### config.mk
export PLATFORM = sky130hd
export DESIGN_NAME = fp_normalize_seq
export DESIGN_NICKNAME = d
export VERILOG_FILES = /design/src/rtl/fpadd_pkg.sv /design/src/rtl/fp_normalize_seq_norm_step.sv /design/src/rtl/fp_normalize_seq.sv
export SDC_FILE = /design/constraint.sdc
export NUM_CORES = 1
export LEC_CHECK = 0
export CORE_ASPECT_RATIO = 2
export CORE_MARGIN = 3
export CORE_UTILIZATION = 62
export CTS_BUF_LIST = sky130_fd_sc_hd__clkbuf_2
export DETAILED_ROUTE_END_ITERATION = 8
export PLACE_DENSITY = 0.95
export SYNTH_ARGS = -nofsm -noshare
export SYNTH_HDL_FRONTEND = slang
export SYNTH_SLANG_ARGS = --single-unit
### constraint.sdc
create_clock -name clk -period 10.8 [get_ports clk]
set_input_delay 1.08 -clock clk [delete_from_list [all_inputs] [get_ports clk]]
set_output_delay 1.08 -clock clk [all_outputs]
set_load 0.03 [all_outputs]
### src/rtl/fpadd_pkg.sv
// Shared fpadd definitions: datapath widths and the normalizer FSM state type.
package fpadd_pkg;

  localparam int unsigned SIG_W  = 64;
  localparam int unsigned EXP_W  = 12;
  localparam int unsigned OEXP_W = 13;
  localparam int unsigned SHW    = 7;
  localparam int unsigned KW     = 3;
  localparam int unsigned CNT_W  = 6;

  localparam logic [KW-1:0] K_START = KW'(5);

  typedef enum logic [1:0] {
    IDLE  = 2'd0,
    SHIFT = 2'd1,
    DONE  = 2'd2
  } state_t;

endpackage

### src/rtl/fp_normalize_seq_norm_step.sv
// One normalization step: if the top 2^k bits are zero, shift left by 2^k.
module norm_step
  import fpadd_pkg::*;
(
  input  logic [SIG_W-1:0] sig,
  input  logic [KW-1:0]    k,
  output logic [SIG_W-1:0] shifted_c,
  output logic             hit_c
);

  logic [CNT_W-1:0] amt;

  assign amt = CNT_W'(1) << k;

  always_comb begin
    hit_c = 1'b0;
    case (k)
      3'd5:    hit_c = (sig[63:32] == '0);
      3'd4:    hit_c = (sig[63:48] == '0);
      3'd3:    hit_c = (sig[63:56] == '0);
      3'd2:    hit_c = (sig[63:60] == '0);
      3'd1:    hit_c = (sig[63:62] == '0);
      3'd0:    hit_c = ~sig[63];
      default: hit_c = 1'b0;
    endcase
    shifted_c = hit_c ? (sig << amt) : sig;
  end

endmodule

### src/rtl/fp_normalize_seq.sv
// Sequential leading-zero normalizer: six binary-search shift steps (32..1) per operand.
module fp_normalize_seq
  import fpadd_pkg::*;
(
  input  logic              clk,
  input  logic              reset,
  input  logic              in_valid,
  output logic              in_ready,
  input  logic [SIG_W-1:0]  in_sig,
  input  logic [EXP_W-1:0]  in_exp,
  output logic              out_valid,
  input  logic              out_ready,
  output logic [SIG_W-1:0]  out_sig,
  output logic [OEXP_W-1:0] out_exp,
  output logic [SHW-1:0]    out_shift,
  output logic              out_zero
);

  state_t            state, state_d;
  logic [KW-1:0]     k, k_d;
  logic [SIG_W-1:0]  work, work_d;
  logic [EXP_W-1:0]  exp_r, exp_d;
  logic [CNT_W-1:0]  cnt, cnt_d;
  logic              in_ready_d, out_valid_d, out_zero_d;
  logic [SIG_W-1:0]  out_sig_d;
  logic [OEXP_W-1:0] out_exp_d;
  logic [SHW-1:0]    out_shift_d;

  logic [SIG_W-1:0]  step_sig;
  logic              step_hit;

  norm_step u_norm_step (
    .sig       (work),
    .k         (k),
    .shifted_c (step_sig),
    .hit_c     (step_hit)
  );

  // Next-state and next-output logic; result registers load only on the final step.
  always_comb begin
    state_d     = state;
    k_d         = k;
    work_d      = work;
    exp_d       = exp_r;
    cnt_d       = cnt;
    in_ready_d  = in_ready;
    out_valid_d = out_valid;
    out_sig_d   = out_sig;
    out_exp_d   = out_exp;
    out_shift_d = out_shift;
    out_zero_d  = out_zero;
    case (state)
      IDLE: begin
        if (in_valid) begin
          work_d     = in_sig;
          exp_d      = in_exp;
          k_d        = K_START;
          cnt_d      = '0;
          in_ready_d = 1'b0;
          state_d    = SHIFT;
        end
      end
      SHIFT: begin
        work_d = step_sig;
        if (step_hit) cnt_d = cnt | (CNT_W'(1) << k);
        k_d = k - KW'(1);
        if (k == '0) begin
          state_d     = DONE;
          k_d         = K_START;
          out_valid_d = 1'b1;
          if (step_sig == '0) begin
            // All-zero significand: report a full-width shift and a zero exponent.
            out_zero_d  = 1'b1;
            out_sig_d   = '0;
            out_shift_d = SHW'(SIG_W);
            out_exp_d   = '0;
          end else begin
            out_zero_d  = 1'b0;
            out_sig_d   = step_sig;
            out_shift_d = SHW'(cnt_d);
            out_exp_d   = OEXP_W'(exp_r) - OEXP_W'(cnt_d);
          end
        end
      end
      DONE: begin
        if (out_ready) begin
          state_d     = IDLE;
          out_valid_d = 1'b0;
          in_ready_d  = 1'b1;
        end
      end
      default: begin
        state_d     = IDLE;
        out_valid_d = 1'b0;
        in_ready_d  = 1'b1;
      end
    endcase
  end

  always_ff @(posedge clk or posedge reset) begin
    if (reset) begin
      state     <= IDLE;
      k         <= K_START;
      work      <= '0;
      exp_r     <= '0;
      cnt       <= '0;
      in_ready  <= 1'b1;
      out_valid <= 1'b0;
      out_sig   <= '0;
      out_exp   <= '0;
      out_shift <= '0;
      out_zero  <= 1'b0;
    end else begin
      state     <= state_d;
      k         <= k_d;
      work      <= work_d;
      exp_r     <= exp_d;
      cnt       <= cnt_d;
      in_ready  <= in_ready_d;
      out_valid <= out_valid_d;
      out_sig   <= out_sig_d;
      out_exp   <= out_exp_d;
      out_shift <= out_shift_d;
      out_zero  <= out_zero_d;
    end
  end

endmodule

==> results by group, run 1 <==
Run status
  • Outcome: finished, violations left
  • Failing checks: DRC

Global route
  • Initial antenna violation count: 3
  • Total GRT Usage: 50.0%
  • First-pass GRT wire length: 75,200 um
  • Number of global-route vias before repair: 12,500
  • Grt ovf: 0
  • Largest net degree at the start of global routing: 104

Floorplan
  • Initial core utilization: 63.2%
  • Row cnt: 70
  • DIE AREA: 20,500 um2
  • Die Span Y: 200 um
  • Die X: 103 um
  • Io pins: 167
  • Core Footprint: 18,400 um2

Hold path
  • Hold_sp: out_exp[10]$_DFFE_PP0P_
  • Hold Path End: out_exp[10]$_DFFE_PP0P_
  • Hold depth: 2
  • Hold Path Class: reg -> reg

Clock network
  • CTS clk-pin slew, worst paths: 250 ps
  • Num CTS Buffers: 17
  • CTS resizes: 0
  • Hold buffers post-CTS: 0
  • H-Tree Depth: 4
  • # Post-CTS Setup Buffers: 0
  • Root buffer cell: clkbuf_2
  • Sink Count: 173
  • Clock latency on the worst-skew pair: 890 ps
  • CTS tree: yes
  • Bufs on Longest Clock Path: 2

Power and ir drop
  • Reg power frac: 30.5%
  • Largest vdd supply drop: 0.000353 V
  • P_int: 2.25 mW
  • P_leak: 5.34 nW
  • Comb pwr share: 61.6%
  • Pwr dens: 372 nW/um2
  • Switching pwr: 2.74 mW
  • Clock power share: 7.9%
  • Sw frac: 54.9%

Critical path
  • Crit path arrival time: 6800 ps
  • Setup Crit Path Kind: reg -> reg
  • R2R Setup Slk: 4780 ps
  • Reg2Reg Depth: 9
  • RR Startpoint: k[0]$_DFFE_PP1P_
  • Worst path required time: 11,580 ps
  • Crit end category: flop
  • Crit start category: flop
  • Worst R2R End: out_shift[6]$_DFFE_PP0P_
  • Crit Path Max Fanout: 62

STA
  • Tmin final: 6020 ps
  • Hold Fails Final Rpt: 0
  • Final Setup Violations: 0
  • Worst-margin pin slew: 1280 ps
  • Slew HR: 13.9%
  • Final Cycle Share: 55.8%
  • Setup TNS: 0 ps
  • Max Clk Rate: 0.166 GHz
  • RSZ-0062 raised after global routing: no
  • Fin. max-slew vios: 0
  • Clock skew: 60.7 ps

Route
  • Final WL: 49,700 um
  • DR vias: 12,600
  • Routed Antenna Nets: 0
  • Routed vias/inst: 7.61
  • Initial DRC Count: 1,705
  • DRC violations left: 34
  • WL/cell: 30.0 um
  • DRT Pass-1 Iters: 9

Synth
  • Post-synthesis cell count: 1,377
  • Yosys reg bits: 173
  • Mapped Area: 11,600 um2
  • Post-synth top flop: dfrtp_1
  • Yosys top cell by area: dfrtp_1
  • Post-synthesis net count: 1,463
  • Synth top area share: 36.6%
  • FFs w/ async S/R, synth: 100%
  • Top post-synthesis cells by area: dfrtp_1 (37%), nand2_1 (6.8%), a21oi_1 (5.0%)
  • Library cells used by synthesis: 80
  • Sequential area share after synthesis: 37.3%
  • Avg Synthesized Cell Area: 8.44 um2
  • Post-synth EDFFs: 0
  • Synth Warn #: 0

Final layout
  • Share of layout cells above drive strength 1: 8.14%
  • Layout area overhead: 15.2%
  • Non-Filler Instances: 1,655
  • Nets: 1,512

Placement
  • Placed Cells: 1,623
  • Number of buffers added on ports: 166
  • Routability cong.: 1.23
  • Placed wire-length estimate: 33,300 um

Run
  • Max-capacitance violation count: 0
layout by cell type (no fill, tap or decap), types with 5 or more instances in the layout:
cell type / count
clkdlybuf4s50_1: 165
o21ai_0: 107
nor3_1: 15
o31ai_1: 24
ha_1: 5
a31oi_1: 28
a211oi_1: 16
mux2i_1: 36
a32o_1: 5
o22a_1: 50
nor3b_1: 49
xnor2_1: 5
a221oi_1: 13
nand2_1: 211
mux4_2: 17
nand2b_1: 12
o32ai_1: 5
o221ai_1: 9
a2bb2oi_1: 6
nor2_1: 73
nor2b_1: 12
a21o_1: 6
clkinv_1: 5
o22ai_1: 27
a22oi_1: 19
and2_1: 6
mux2_2: 22
a311oi_1: 5
dfrtp_1: 167
a221o_1: 6
nor4_1: 14
and3_1: 8
nand3_1: 9
nand4_1: 8
clkbuf_2: 18
buf_4: 26
xor2_1: 6
a22o_1: 8
inv_1: 17
a21oi_1: 115
cell usage after synthesis (6+ instances only):
master     count
xor2_1         6
o31ai_1       24
mux2_2        22
a211oi_1      16
clkbuf_1     113
mux2i_1       36
o21ai_0      107
and3_1         8
dfrtp_1      170
a221o_1        6
nor2b_1       12
nor3_1        15
a21o_1         6
nand4_1        8
a22o_1         8
buf_2         25
inv_1         18
o221ai_1       9
a221oi_1      13
nor4_1        14
and2_1         6
nand2b_1      12
nand2_1      212
a2bb2oi_1      6
a31oi_1       29
nor3b_1       50
a21oi_1      115
a22oi_1       19
o22ai_1       27
buf_1         14
mux4_2        17
nand3_1        9
o22a_1        50
nor2_1        74
logic make-up (layout without fill, tap and decap cells):
family | Yosys count | count (layout) | share of synthesized area [%]
muxes | 76 | 76 | 8.62
DFF | 173 | 173 | 37.3
AOI/OAI and AO/OA | 487 | 487 | 27.8
buffers and inverters | 183 | 243 | 6.50
and+or+nand+nor | 439 | 439 | 18.1
xor gates and xnor gates | 11 | 11 | 0.829
other | 0 | 2 | 0
adders and majority gates | 8 | 8 | 0.882
worst max-delay path by stage:
stage	cells after the start	end	slack, ps	start
floorplan	1	cnt[0]$_DFFE_PP0P_	5040	reset
global placement	9	out_shift[6]$_DFFE_PP0P_	5540	k[0]$_DFFE_PP1P_
detailed placement	10	out_shift[0]$_DFFE_PP0P_	5400	k[0]$_DFFE_PP1P_
CTS	10	out_exp[4]$_DFFE_PP0P_	5350	k[0]$_DFFE_PP1P_
global route	10	out_exp[12]$_DFFE_PP0P_	4640	k[0]$_DFFE_PP1P_
finish	9	out_shift[6]$_DFFE_PP0P_	4780	k[0]$_DFFE_PP1P_
flip-flops by register name, summed over array words and instances, names as in the netlist:
name and cells:
state 2, work 64, exp_r 12, cnt 6, out_valid 1, out_sig 64
k 3, in_ready 1, out_exp 13, out_shift 7
critical path, cell delays in order (launching register included):
cell and delay, ps:
dfstp_4 1130, nor2b_1 1040, nand2_1 490, nor3_1 1000, a21boi_0 930, a21o_1 180, nand4b_1 120, nor4_1 60
and4_1 530, mux2_1 440
layer usage:
layer  GRT usage [%]  share of wire (%)  vias to the layer above
met2            74.4                 45                     1167
li1                -                  -                     5177
met3            21.3                 13                      440
met4            41.5                 11                        0
met1            54.1                 30                     5809
met5               0                  0                        -
power groups by stage:
stage / registers (mW) / logic, mW / clock network, mW
6_report: 1.52 / 3.07 / 0.393
5_1_grt: 1.52 / 3.23 / 0.417
4_1_cts: 1.46 / 2.91 / 0.395
3_5_place_dp: 1.47 / 2.90 / 0
3_3_place_gp: 1.46 / 2.85 / 0
2_1_floorplan: 1.37 / 1.89 / 0
metrics by stage:
stage	hold slack, ps	utilization, %	worst slack (ps)	cell area, um2	power, mW
3_5_place_dp	465	71.4	5400	13100	4.37
5_1_grt	553	72.8	4640	13400	5.17
6_report	511	72.8	4780	13400	4.99
3_3_place_gp	459	71.4	5540	13100	4.31
2_1_floorplan	452	-	5040	11600	3.27
4_1_cts	513	72.8	5350	13400	4.77
final cells by class:
class	instances	area (um2)
fill	1428	5000
sequential	173	4340
tap	216	270
timing repair buffer	192	1850
inverter	21	83.8
clock buffer	18	90.1
multi-input combinational	1021	6580
clock inverter	12	171
antenna	2	5.00
Note: power is estimated with default switching activity, not from simulation.
==> inputs of run 2 (changes only) <==
--- a/config.mk
+++ b/config.mk
@@ -7,10 +7,10 @@
 export LEC_CHECK = 0
 export CORE_ASPECT_RATIO = 2
 export CORE_MARGIN = 3
-export CORE_UTILIZATION = 62
+export CORE_UTILIZATION = 52
 export CTS_BUF_LIST = sky130_fd_sc_hd__clkbuf_2
 export DETAILED_ROUTE_END_ITERATION = 8
-export PLACE_DENSITY = 0.95
+export PLACE_DENSITY = 0.9
 export SYNTH_ARGS = -nofsm -noshare
 export SYNTH_HDL_FRONTEND = slang
 export SYNTH_SLANG_ARGS = --single-unit
==> constraint.sdc (replaced) <==
create_clock -name clk -period 4.9 [get_ports clk]
set_input_delay 0.49 -clock clk [delete_from_list [all_inputs] [get_ports clk]]
set_output_delay 0.49 -clock clk [all_outputs]
set_load 0.03 [all_outputs]
==> run 2 against run 1 <==
- flip-flop and latch count unchanged
- largest power group unchanged
- combinational power is 140% higher
- total power increased by 140%
- critical path depth grew 2
- the run now ends clean
==> results by group, run 2 (synthesis gave the netlist of run 1 again) <==
Global route
  • First-pass GRT wire length: 85,600 um (+14%)
  • Largest net degree at the start of global routing: 174 (+67%)
  • Number of global-route vias before repair: 13,100 (+5.3%)
  • Total GRT Usage: 47.7% (-2.3 points)
  • Initial antenna violation count: 3 (unchanged)
  • Grt ovf: 0 (unchanged)

Route
  • WL/cell: 32.3 um (+7.5%)
  • DR vias: 13,000 (+3.3%)
  • Initial DRC Count: 1,816 (+6.5%)
  • Routed Antenna Nets: 0 (unchanged)
  • Routed vias/inst: 7.23 (-4.9%)
  • Final WL: 58,100 um (+17%)
  • DRT Pass-1 Iters: 6 (-3)
  • DRC violations left: 0 (-100%)

STA
  • Fin. max-slew vios: 0 (unchanged)
  • Final Cycle Share: 92.0% (+36 points)
  • Final Setup Violations: 0 (unchanged)
  • Slew HR: 13.1% (-0.81 points)
  • Hold Fails Final Rpt: 0 (unchanged)
  • RSZ-0062 raised after global routing: no
  • Clock skew: 34.5 ps (-26.2 ps)
  • Setup TNS: 0 ps (unchanged)
  • Tmin final: 4510 ps (-1520 ps)
  • Max Clk Rate: 0.222 GHz (+34%)
  • Worst-margin pin slew: 1290 ps (+12.0 ps)

Clock network
  • Clock latency on the worst-skew pair: 930 ps (+40 ps)
  • Sink Count: 173 (unchanged)
  • Bufs on Longest Clock Path: 2 (unchanged)
  • CTS tree: yes
  • CTS clk-pin slew, worst paths: 280 ps (+30 ps)
  • H-Tree Depth: 4 (unchanged)
  • Root buffer cell: clkbuf_2
  • CTS resizes: 0 (unchanged)
  • Num CTS Buffers: 17 (unchanged)

Hold path
  • Hold depth: 3 (+1)
  • Hold Path Class: in -> reg
  • Hold_sp: in_exp[4]
  • Hold Path End: exp_r[4]$_DFFE_PP0P_

Critical path
  • Reg2Reg Depth: 11 (+2)
  • Crit start category: flop
  • Cell Chain, Critical Path: nor4_1, a41oi_1, buf_4, or3_1, nand3_1, o221ai_1, a2111o_1, nor4_1, and4_1, buf_12, o31ai_1
  • CP bufs+invs: 2 (+2)
  • Top cell by count, worst path: nor4_1
  • Cell family with most CP delay: simple AND/OR/NAND/NOR gates
  • Worst R2R End: out_exp[4]$_DFFE_PP0P_
  • Critical path's largest stage delay: 820 ps (-310 ps)
  • Crit path arrival time: 5310 ps (-1490 ps)
  • Worst path required time: 5700 ps (-5880 ps)
  • Setup Crit Path Kind: reg -> reg
  • Crit Path Max Fanout: 20 (-68%)
  • R2R Setup Slk: 390 ps (-4380 ps)
  • Crit-path slowest cell: nor4_1
  • RR Startpoint: work[32]$_DFFE_PP0P_
  • Crit end category: flop

Power and ir drop
  • Largest vdd supply drop: 0.000617 V (+75%)
  • Pwr dens: 829 nW/um2 (+120%)
  • Final Power: 11.8 mW (+140%)
  • P_leak: 5.76 nW (+7.8%)

Floorplan
  • Row cnt: 76 (+8.6%)
  • Die X: 112 um (+8.7%)
  • Initial core utilization: 53.4% (-9.8 points)
  • Die Span Y: 217 um (+8.9%)
  • Core Footprint: 21,800 um2 (+18%)
  • DIE AREA: 24,300 um2 (+18%)
  • Io pins: 167 (unchanged)

Placement
  • Placed wire-length estimate: 41,700 um (+25%)
  • Placed Cells: 1,761 (+8.5%)
  • Routability cong.: 1.07 (-13%)
  • Number of buffers added on ports: 166 (unchanged)
  • Area after DPL: 13,900 um2 (+5.8%)

Run
  • Max-capacitance violation count: 0 (unchanged)

Final layout
  • Non-Filler Instances: 1,798 (+8.6%)
  • FILL cells: 1,752 (+23%)
  • Share of layout cells above drive strength 1: 13.3% (+5.2 points)
  • Multi-input gate area: 6580 um2 (about the same)
  • Largest regs: out_sig x64, work x64, out_exp x13
  • Most common cell after layout, fill and taps aside: nand2_1
  • Design area: 14,200 um2 (+5.8%)
  • Final Core Density: 65.1% (-7.7 points)
  • Most frequent cells in the layout: nand2_1 (211), dfrtp_1 (167), clkdlybuf4s50_1 (165), a21oi_1 (115), o21ai_0 (107)
  • Layout area overhead: 21.9%
  • Nets: 1,594 (+5.4%)
  • FF+latch area: 4340 um2 (unchanged)

Run status
  • Outcome: complete, no violations
## run 2: cell types whose count changed in the layout (fill, tap and decap cells not counted), moves of 2 or more
cell,before,now
clkinv_1,5,3
inv_6,3,5
buf_4,26,100
bufinv_16,4,2
clkinvlp_4,1,4
inv_8,0,4
buf_12,0,7
diode_2,2,4
## run 2: cell type report
| type | instances | share of cell area (%) |
|---|---|---|
| antenna | 4 | 0.0706 |
| clock buffer | 17 | 0.600 |
| clock inverter | 15 | 1.24 |
| inverter | 21 | 0.583 |
| multi-input combinational | 1021 | 46.4 |
| sequential | 173 | 30.6 |
| tap | 273 | 2.41 |
| timing repair buffer | 274 | 18.0 |
## run 2: worst max path at each step
stage,to,cells after the start,slack [ps],startpoint
after floorplan,out_exp[6]$_DFFE_PP0P_,18,1380,k[2]$_DFFE_PP1P_
after global placement,out_exp[11]$_DFFE_PP0P_,12,690,work[32]$_DFFE_PP0P_
after detailed placement,out_exp[4]$_DFFE_PP0P_,14,700,work[32]$_DFFE_PP0P_
after CTS,out_exp[4]$_DFFE_PP0P_,12,650,work[32]$_DFFE_PP0P_
after global routing,out_exp[4]$_DFFE_PP0P_,12,300,work[32]$_DFFE_PP0P_
final,out_exp[4]$_DFFE_PP0P_,11,390,work[32]$_DFFE_PP0P_
## run 2: routing by layer
metal | GRT usage [%] | share of wire (%)
met4 | 44.1 | 12
met1 | 50.4 | 32
met3 | 11.1 | 9.1
met5 | 0.625 | 0
met2 | 77.4 | 48
## run 2: power by group
part | total (mW) | switching, mW | internal (mW)
clock network | 0.856 | 0.599 | 0.257
logic | 7.50 | 4.53 | 2.97
registers | 3.39 | 1.33 | 2.06
total | 11.8 | 6.46 | 5.29
## run 2: tightest hold or removal path: stages
cell and delay, ps:
clkdlybuf4s50_1 400, nand2_1 60, nand2_1 40
## run 2: what timing repair did
item                      CTS  global route
hold buffers                1             0
setup buffers               0             0
hold endpoints to repair    1             0
## run 2: per-stage QoR
step                hold slack, ps  worst slack (ps)
finish                        55.9               393
global route                  54.2               296
detailed placement             462               699
CTS                           3.27               649
floorplan                      452              1380
global placement               458               685
